`config.mk`:
```
export PLATFORM = sky130hd
export DESIGN_NAME = mul_unit
export DESIGN_NICKNAME = d
export VERILOG_FILES = /design/src/rtl/mul_pkg.sv /design/src/rtl/mul_datapath.sv /design/src/rtl/mul_unit.sv
export SDC_FILE = /design/constraint.sdc
export NUM_CORES = 1
export LEC_CHECK = 0
export BUFFER_PORTS_ARGS = -buffer_cell sky130_fd_sc_hd__buf_4
export CAP_MARGIN = 20
export CORE_MARGIN = 2
export CORE_UTILIZATION = 60
export CTS_CLUSTER_SIZE = 14
export DETAILED_ROUTE_END_ITERATION = 10
export HOLD_SLACK_MARGIN = 0.06
export PLACE_DENSITY = 0.77
export RECOVER_POWER = 50
export SLEW_MARGIN = 20
export SYNTH_ARGS = -nofsm -noshare
export SYNTH_HDL_FRONTEND = slang
export SYNTH_SLANG_ARGS = --single-unit
export TNS_END_PERCENT = 5
```
`constraint.sdc`:
```
create_clock -name clk -period 4.1 [get_ports clk]
set_input_delay 0.41 -clock clk [delete_from_list [all_inputs] [get_ports clk]]
set_output_delay 0.41 -clock clk [all_outputs]
set_load 0.02 [all_outputs]
```
`src/rtl/mul_pkg.sv`:
```
// ---------------------------------------------------------------------------
// mul_pkg
// Shared definitions for the iterative shift-add multiplier (mul_unit).
//   op_e     : operation encoding seen on the op port (2'b11 is reserved and
//              is handled exactly like MUL_LO)
//   state_e  : control FSM states
//   XZR      : architectural zero register, never written back
//   is_high_half() : tells whether an op returns the upper product half
// ---------------------------------------------------------------------------
package mul_pkg;

   typedef enum logic [1:0] {
      MUL_LO = 2'b00,
      UMULH  = 2'b01,
      SMULH  = 2'b10
   } op_e;

   typedef enum logic [1:0] {
      IDLE = 2'b00,
      RUN  = 2'b01,
      FIX  = 2'b10,
      DONE = 2'b11
   } state_e;

   localparam logic [4:0] XZR = 5'd31;

   // UMULH and SMULH deliver the upper half; MUL and the reserved code
   // deliver the lower half.
   function automatic logic is_high_half(input logic [1:0] op_code);
      return (op_code == UMULH) || (op_code == SMULH);
   endfunction

endpackage

```
`src/rtl/mul_datapath.sv`:
```
// ---------------------------------------------------------------------------
// mul_datapath
// Arithmetic half of the multiplier: operand magnitude capture, the 2N-bit
// product accumulator with its add/shift step, the final conditional negate
// and the result register.  Sequencing comes entirely from mul_unit.
//
// Ports
//   clk    : clock, rising edge
//   reset  : asynchronous active-low reset, clears every register
//   load   : capture operands (accept edge); product is cleared
//   step   : perform one radix-2 add/shift iteration
//   fix    : apply sign correction and load the result register
//   op     : operation code, sampled together with load
//   a, b   : operands, sampled together with load
//   result : selected product half, changes only on a fix edge or reset
// ---------------------------------------------------------------------------
module mul_datapath
   import mul_pkg::*;
#(
   parameter int N = 64
) (
   input  logic         clk,
   input  logic         reset,
   input  logic         load,
   input  logic         step,
   input  logic         fix,
   input  logic [1:0]   op,
   input  logic [N-1:0] a,
   input  logic [N-1:0] b,
   output logic [N-1:0] result
);

   logic [N-1:0]   mcand_q;
   logic [N-1:0]   mplier_q;
   logic [2*N-1:0] prod_q;
   logic           neg_q;
   logic           hi_q;

   logic           is_signed;
   logic [N-1:0]   a_mag;
   logic [N-1:0]   b_mag;
   logic [N-1:0]   addend;
   logic [N:0]     sum;
   logic [2*N-1:0] shifted;
   logic [2*N-1:0] fixed;

   // Operand conditioning for the accept edge.  SMULH works on magnitudes
   // and remembers the sign separately; the magnitude of the most negative
   // value is 2^(N-1), which still fits in N unsigned bits, so plain
   // negation is safe here.
   always_comb begin
      is_signed = (op == SMULH);
      a_mag     = (is_signed && a[N-1]) ? -a : a;
      b_mag     = (is_signed && b[N-1]) ? -b : b;
   end

   // One iteration: add the multiplicand into the upper half when the
   // current multiplier bit is set, keeping the carry as an extra bit, then
   // shift the (carry, product) pair right by one.  After N iterations the
   // full unsigned 2N-bit product sits in prod_q.
   always_comb begin
      addend  = mplier_q[0] ? mcand_q : '0;
      sum     = {1'b0, prod_q[2*N-1:N]} + {1'b0, addend};
      shifted = {sum, prod_q[N-1:1]};
      fixed   = neg_q ? -prod_q : prod_q;
   end

   // Register bank.  load, step and fix are mutually exclusive by
   // construction in the controller; the priority order here only matters
   // for robustness.  result is deliberately left alone on load so the
   // previous value stays visible until the new one is ready.
   always_ff @(posedge clk or negedge reset) begin
      if (!reset) begin
         mcand_q  <= '0;
         mplier_q <= '0;
         prod_q   <= '0;
         neg_q    <= 1'b0;
         hi_q     <= 1'b0;
         result   <= '0;
      end else if (load) begin
         mcand_q  <= a_mag;
         mplier_q <= b_mag;
         prod_q   <= '0;
         neg_q    <= is_signed && (a[N-1] ^ b[N-1]);
         hi_q     <= is_high_half(op);
      end else if (step) begin
         prod_q   <= shifted;
         mplier_q <= mplier_q >> 1;
      end else if (fix) begin
         prod_q   <= fixed;
         result   <= hi_q ? fixed[2*N-1:N] : fixed[N-1:0];
      end
   end

endmodule

```
`src/rtl/mul_unit.sv`:
```
// ---------------------------------------------------------------------------
// mul_unit
// Iterative radix-2 shift-add multiplier for the LEGv8 execute path.
// Implements MUL (low half), UMULH (unsigned high half) and SMULH (signed
// high half) with a start/busy/done handshake and a pipeline flush.
// The write-back outputs drive the register file's wd3/wa3/we3 directly.
//
// Ports
//   clk    : clock, rising edge
//   reset  : asynchronous active-low reset
//   start  : request, accepted only in IDLE or DONE and only without flush
//   flush  : squash any in-flight operation (wins over start)
//   op     : 00 MUL, 01 UMULH, 10 SMULH, 11 treated as MUL
//   a, b   : operands from rd1/rd2
//   wa_in  : destination register of the operation
//   busy   : high while iterating (RUN) or correcting the sign (FIX)
//   done   : single-cycle pulse, result valid
//   result : selected product half, stable until the next result load
//   wa_out : captured destination tag
//   we_out : write enable, suppressed for XZR
//
// Timing: accept edge, then N RUN edges, then one FIX edge; done is high in
// the cycle that follows, independent of op and operand values.
// ---------------------------------------------------------------------------
module mul_unit
   import mul_pkg::*;
#(
   parameter int N = 64
) (
   input  logic         clk,
   input  logic         reset,
   input  logic         start,
   input  logic         flush,
   input  logic [1:0]   op,
   input  logic [N-1:0] a,
   input  logic [N-1:0] b,
   input  logic [4:0]   wa_in,
   output logic         busy,
   output logic         done,
   output logic [N-1:0] result,
   output logic [4:0]   wa_out,
   output logic         we_out
);

   localparam int            CW       = $clog2(N + 1);
   localparam logic [CW-1:0] CNT_INIT = CW'(N);
   localparam logic [CW-1:0] CNT_LAST = CW'(1);

   state_e        state_q;
   state_e        state_d;
   logic [CW-1:0] cnt_q;
   logic [4:0]    wa_q;
   logic          accept;
   logic          step_en;
   logic          fix_en;

   // Handshake qualifiers.  A request is only taken when the unit is free
   // (IDLE, or DONE for back-to-back issue) and the pipeline is not being
   // squashed on the same edge.  A flush also suppresses the step and fix
   // strobes so the datapath, and in particular result, is left untouched.
   always_comb begin
      accept  = start && !flush && ((state_q == IDLE) || (state_q == DONE));
      step_en = (state_q == RUN) && !flush;
      fix_en  = (state_q == FIX) && !flush;
   end

   // Next-state logic.  RUN leaves on the edge where the counter steps from
   // 1 to 0, which gives exactly N iterations after the accept edge.
   always_comb begin
      state_d = state_q;
      if (flush) begin
         state_d = IDLE;
      end else begin
         case (state_q)
            IDLE: if (start) state_d = RUN;
            RUN:  if (cnt_q == CNT_LAST) state_d = FIX;
            FIX:  state_d = DONE;
            DONE: state_d = start ? RUN : IDLE;
            default: state_d = IDLE;
         endcase
      end
   end

   // State register.
   always_ff @(posedge clk or negedge reset) begin
      if (!reset) begin
         state_q <= IDLE;
      end else begin
         state_q <= state_d;
      end
   end

   // Iteration counter and destination tag.  Both are captured only on an
   // accepted request, so a start pulse while busy cannot disturb them.
   always_ff @(posedge clk or negedge reset) begin
      if (!reset) begin
         cnt_q <= '0;
         wa_q  <= '0;
      end else if (accept) begin
         cnt_q <= CNT_INIT;
         wa_q  <= wa_in;
      end else if (step_en) begin
         cnt_q <= cnt_q - CNT_LAST;
      end
   end

   // Arithmetic datapath, sequenced by the strobes above.
   mul_datapath #(
      .N (N)
   ) u_datapath (
      .clk    (clk),
      .reset  (reset),
      .load   (accept),
      .step   (step_en),
      .fix    (fix_en),
      .op     (op),
      .a      (a),
      .b      (b),
      .result (result)
   );

   // Status and write-back outputs decode straight from the state register,
   // so an asynchronous reset clears them immediately.
   always_comb begin
      busy   = (state_q == RUN) || (state_q == FIX);
      done   = (state_q == DONE);
      wa_out = wa_q;
      we_out = done && (wa_q != XZR);
   end

endmodule

```
==> metrics.yaml, run 1 <==
cp.required_ps: 4510
wire_per_inst_um: 21.7
synth_top_area_share_pct: 33.0
yosys_warnings: 0
power.density_nw_per_um2: 837
worstSetupStartpointType: "register"
comb_power_share_pct: 56.8
rows: 75
crit_buf_inv: 1
gp_congestion: 0.998
clockBufferDepth: 3
avgViaCountPerCell: 6.55
drt_wl_total_um: 86300
synth-seq-cells: 336
clk_pin_slew_ps: 70
synth-simple-area-share_pct: 24.0
nNetsFinal: 3626
path_max_fanout: 7
r2r-end: "u_datapath.result[60]$_DFFE_PN0P_"
clock_sinks: 336
grt.overflow.total: 0
grt_pass1_wl_um: 136000
fmax_mhz: 253
r2r_start: "u_datapath.prod_q[12]$_DFFE_PN0P_"
dp.cells: 3902
cts_buffers: 39
die_y_um: 210
fp.dieW_um: 210
num_antenna_cells: 0
ys_seq_area_share_pct: 33.0
yosys-top-cells-count: "nand2_1, nor2_1, dfrtp_1"
antenna_found_initial: 1
grt_use_total_pct: 38.6
worstMarginPinSlew_ps: 2860
synth-main-ff-cell: "dfrtp_1"
relSlewSlack_pct: -90.4
fillCellCount: 3410
period_needed_ps: 3950
grt_max_degree: 181
die_area_um2: 44200
synth_edf_count: 0
cts_tree: "done"
synth_top_family_by_area: "compound AO/OA/AOI/OAI gates"
clk_latency_ps: 570
hold-worst-slack_ps: 92.6
intPower_mw: 12.1
maxSlewViolCount: 106
portBuffers: 210
p_leak_nw: 12.5
netlist_area_um2: 25500
r2r_slack_ps: 150
synth_area_leader_cell: "dfrtp_1"
cts.htree.levels: 2
synthDistinctLibCells: 85
syn_area_per_cell_um2: 7.77
antenna_left: 0
fin_total_pwr_mw: 24.2
synth_compound_area_share_pct: 24.2
rr_worst_depth: 9
grt_pass1_vias: 24258
coreArea_um2: 41900
drt_iter0_drc: 3160
hold_viol_final: 0
critPathTopFamily: "simple AND/OR/NAND/NOR gates"
clock_skew_ps: 22.1
postCtsSetupBuffers: 0
setup_viol_count_final: 0
crit_arrival_ps: 4360
synthAdderAreaFrac_pct: 3.76
synth_mux_area_share_pct: 0.903
first_pass_iters: 6
path_cells: "or4_4 > or4b_4 > nor4_4 > buf_4 > nand2_2 > or4_1 > o31a_1 > xnor2_2 > o221ai_2"
rsz0062_at_grt: "no"
synth_most_common_cell: "nand2_1"
syn_inst: 3284
endpoint: "u_datapath.result[60]$_DFFE_PN0P_"
switchingPower_mw: 12.2
syn-num-nets: 3499
power_switching_share_pct: 50.2
max_cap_violations: 1
ys_top_cells_by_area: "dfrtp_1, nand2_1, xor2_1, a21oi_1, nor2_1"
min-delay-path-class: "primary input to register"
num_vias: 26039
vdd_drop_max_mv: 0.411
cts-root-buf: "clkbuf_16"
power_frac_seq_pct: 26.7
drive_gt1_share_pct: 10.5
max_stage_delay_ps: 700
final_cells: 3978
synth_xor_area_share_pct: 10.5
violations: "capacitance limit, slew limit"
final_util_pct: 69.0
initial_core_util_pct: 60.8
area_growth_pct: 13.5
crit_slowest_cell: "or4_1"
synthArstFlopShare_pct: 100
cp-end-kind: "register"
fin_crit_sh_pct: 96.3
clock_power_share_pct: 16.6
hpwlAfterDp_um: 62500
drc: 0
crit_start: "u_datapath.prod_q[12]$_DFFE_PN0P_"
setup-tns-final_ps: 0
ioPinCount: 211
outcome: "finished, violations left"
worst-path-stages: 9
path_class: "register to register"
## cells by family after synthesis
| family | Yosys count |
|---|---|
| xor gates and xnor gates | 304 |
| AOI/OAI and AO/OA | 980 |
| buffers and inverters | 250 |
| muxes | 22 |
| DFF | 336 |
| and+or+nand+nor | 1316 |
| adders and majority gates | 76 |
## worst register-to-register path, delay by kind of cell (launching register included)
| kind | cells | cell delay [ps] |
|---|---|---|
| simple gates | 5 | 2330 |
| compound gates | 2 | 530 |
| flops | 1 | 460 |
| buf+inv | 1 | 240 |
| xor+xnor | 1 | 220 |
## power by group through the flow
stage               logic [mW]  clock network, mW  registers, mW
finish                    13.8               4.01           6.46
global route              14.9               4.14           6.60
CTS                       13.6               4.03           6.37
detailed placement        13.5                  0           6.40
global placement          13.2                  0           6.33
floorplan                 9.09                  0           6.03
## metrics by stage
step,worst slack [ps],instance area [um^2]
after global placement,156,27700
after global routing,17.2,28900
after floorplan,418,25500
after CTS,45.9,29200
final,153,28900
after detailed placement,96.6,27700
## layer usage
metal / vias up / share of wire (%) / global-route usage [%]
met5: - / 0.017 / 0
met4: 2 / 3.7 / 14.1
met3: 226 / 11 / 8.28
met2: 1522 / 43 / 57.6
met1: 12329 / 42 / 55.4
li1: 11960 / - / -
## layout make-up
type	instances	area, um^2	share of cell area (%)
clock inverter	16	334	1.15
clock buffer	53	1120	3.87
sequential	336	8410	29.1
timing repair buffer	298	2030	7.03
inverter	38	143	0.493
multi-input combinational	2698	16200	56.0
tap	539	674	2.33
## worst min path at each step
stage | to | slack [ps] | start | cells after the start
detailed placement | u_datapath.mcand_q[30]$_DFFE_PN0P_ | 460 | u_datapath.mcand_q[30]$_DFFE_PN0P_ | 2
global placement | u_datapath.mcand_q[59]$_DFFE_PN0P_ | 440 | u_datapath.mcand_q[59]$_DFFE_PN0P_ | 2
floorplan | cnt_q[0]$_DFFE_PN0N_ | 110 | reset | 0
CTS | state_q[1]$_DFFE_PN0P_ | 90 | flush | 2
global route | state_q[1]$_DFFE_PN0P_ | 90 | flush | 2
finish | state_q[1]$_DFFE_PN0P_ | 90 | flush | 2
## sequential cells by signal, summed over array words and instances, names as in the netlist
signal	count
u_datapath.prod_q	128
u_datapath.mcand_q	64
u_datapath.mplier_q	64
u_datapath.result	64
cnt_q	7
wa_out	5
state_q	2
u_datapath.hi_q	1
u_datapath.neg_q	1
## layout by cell type, fill, tap and decap left out, types with 76 or more instances in the layout
cell      count
dfrtp_1     335
a21oi_1     295
buf_4       212
and2_1       76
clkbuf_1     76
o21ai_0     223
nor2_1      370
xor2_1      173
a31oi_1      83
nand2_1     503
xnor2_1     130
## timing repair
action,in CTS,in global routing
endpoints found under the hold margin,105,0
hold buffers,7,0
setup endpoints to repair,0,4
gates resized for setup,0,5
No activity file was read; power rests on OpenSTA's default activity.
==> run 2, diff against run 1 <==
- CELL_PAD_IN_SITES_DETAIL_PLACEMENT: not set -> 1
- CELL_PAD_IN_SITES_GLOBAL_PLACEMENT: not set -> 1
- CORE_UTILIZATION: 60 -> 46
- PLACE_DENSITY: 0.77 -> 0.79
==> run 2 against run 1 <==
Design area increased by 1.4%; critical path type unchanged; register-to-register slack is essentially flat; the flow still finishes with violations (capacitance limit, slew limit); flip-flop and latch count is the same.
==> metrics.yaml, run 2 (same netlist as run 1, synthesis figures left out) <==
max_cap_violations: 1  # unchanged
crit_start: "u_datapath.prod_q[32]$_DFFE_PN0P_"
nNetsFinal: 3639  # +0.36%
grt_max_degree: 152  # -16%
grt.overflow.total: 0  # unchanged
postCtsSetupBuffers: 0  # unchanged
drt_wl_total_um: 97300  # +13%
grt_pass1_wl_um: 153000  # +12%
path_class: "register to register"
setup-tns-final_ps: 0  # unchanged
hpwlAfterDp_um: 72300  # +16%
cts_buffers: 43  # +10%
gp_congestion: 0.938  # -6.0%
maxSlewViolCount: 96  # -9.4%
rows: 86  # +15%
min_to: "u_datapath.hi_q$_DFFE_PN0P_"
mostFrequentLayoutCell: "nand2_1"
setup_slack_ps: 158  # +5.62 ps
cp-end-kind: "register"
first_pass_iters: 5  # -1
path_cells: "or4_4 > or4_1 > nor4_4 > nand3_2 > or3_4 > o41ai_2 > xor2_1 > o221ai_1"
drt_iter0_drc: 2168  # -31%
fillCellCount: 6739  # +98%
rr_worst_depth: 8  # -1
clock_sinks: 336  # unchanged
path_max_fanout: 13  # +6
clk_pin_slew_ps: 60  # about the same
r2r_start: "u_datapath.prod_q[32]$_DFFE_PN0P_"
clk_latency_ps: 620  # +50 ps
drive_gt1_share_pct: 10.9  # +0.32 points
drc: 0  # unchanged
hold_viol_final: 0  # unchanged
antenna_left: 0  # unchanged
hp-start: "op[1]"
clockBufferDepth: 3  # unchanged
crit_arrival_ps: 4400  # +40 ps
max_stage_delay_ps: 600  # -100 ps
rsz0062_at_grt: "no"
outcome: "finished, violations left"
die_area_um2: 57300  # +30%
ioPinCount: 211  # unchanged
cts-root-buf: "clkbuf_16"
grt_pass1_vias: 26449  # +9.0%
worstMarginPinSlew_ps: 2570  # -288 ps
worstSetupStartpointType: "register"
hold_depth: 3  # +1
avgViaCountPerCell: 6.16  # -5.9%
clock_skew_ps: 42.3  # +20.1 ps
fp.dieW_um: 239  # +14%
period_needed_ps: 3940  # -5.62 ps
r2r_slack_ps: 160  # about the same
violations: "capacitance limit, slew limit"
layout_common_cells: "nand2_1, nor2_1, dfrtp_1"
largest_register: "u_datapath.prod_q"
relSlewSlack_pct: -71.2  # +19 points
power.density_nw_per_um2: 841  # +0.42%
initial_core_util_pct: 46.4  # -14 points
fmax_mhz: 254  # +0.14%
cp.required_ps: 4560  # +50 ps
coreArea_um2: 55000  # +31%
crit_buf_inv: 0  # -1
cts_tree: "done"
min-delay-path-class: "primary input to register"
p_leak_nw: 12.5  # +0.66%
largest_reg_flops: 128  # unchanged
area_growth_pct: 15.1
portBuffers: 210  # unchanged
critPathTopFamily: "simple AND/OR/NAND/NOR gates"
grt_use_total_pct: 33.8  # -4.8 points
num_antenna_cells: 0  # unchanged
wire_per_inst_um: 23.1  # +6.7%
worst-path-stages: 8  # -1
vdd_drop_max_mv: 0.407  # -0.98%
fin_crit_sh_pct: 96.1  # -0.14 points
die_y_um: 239  # +14%
crit_slowest_cell: "or4_4"
pre_cts_ws_ps: 161  # +64.2 ps
setup_viol_count_final: 0  # unchanged
antenna_found_initial: 2  # +1
cts.htree.levels: 2  # unchanged
r2r-end: "u_datapath.result[39]$_DFFE_PN0P_"
num_vias: 25883  # -0.60%
## run 2: cell count changes in the layout (fill, tap and decap cells not counted), sizes merged
cell	delta
buf	+11
clkbuf	+4
inv	+4
bufinv	-3
clkinv	+1
clkinvlp	-1
dlygate4sd3	+1
## run 2: metrics by stage
step	area [um^2]	instances	util (%)	power (mW)	hold WS [ps]
2_1_floorplan	25500	3284	-	15.1	114
3_3_place_gp	28000	4119	51.0	19.9	458
3_5_place_dp	28000	4119	51.0	20.4	458
4_1_cts	29600	4204	53.8	24.7	89.8
5_1_grt	29300	4204	53.4	26.2	115
6_report	29300	4204	53.4	24.7	107
## run 2: worst reg2reg max path, delay by kind of cell (launching register included)
family	cells	cell delay, ps
XOR/XNOR	1	370
AND/OR/NAND/NOR	5	2470
AO/OA/AOI/OAI	2	530
flip-flops	1	450
## run 2: worst max-delay path by stage
stage	endpoint	slack, ps
5_1_grt	u_datapath.result[39]$_DFFE_PN0P_	50
3_3_place_gp	u_datapath.prod_q[117]$_DFFE_PN0P_	250
3_5_place_dp	u_datapath.prod_q[117]$_DFFE_PN0P_	160
2_1_floorplan	u_datapath.prod_q[117]$_DFFE_PN0P_	420
4_1_cts	u_datapath.prod_q[117]$_DFFE_PN0P_	120
6_report	u_datapath.result[39]$_DFFE_PN0P_	160
## run 2: final cells by class
type / count / area [um^2] / share of cell area, %
clock buffer: 60 / 1220 / 4.16
clock inverter: 17 / 280 / 0.955
inverter: 38 / 143 / 0.486
multi-input combinational: 2698 / 16200 / 55.3
sequential: 336 / 8410 / 28.7
tap: 748 / 936 / 3.19
timing repair buffer: 307 / 2140 / 7.28
## run 2: layer usage
layer | up-vias | wire (um) | share of wire, % | track usage, %
li1 | 11957 | - | - | -
met1 | 12944 | 44700 | 46 | 47.5
met2 | 799 | 43800 | 45 | 53.6
met3 | 183 | 5680 | 5.8 | 4.84
met4 | 0 | 3110 | 3.2 | 10.8
met5 | - | 0 | 0 | 0
## run 2: repair_timing
item                       CTS  global route
resized for setup            0             3
hold endpoints to repair   101             0
setup endpoints to repair    0             3
hold buffers                 8             0
## run 2: report_power, final
group	leakage, nW	switching, mW	total, mW	internal [mW]
Clock	0.740	1.60	4.08	2.47
Sequential	4.28	1.71	6.44	4.74
Combinational	7.53	9.31	14.1	4.84
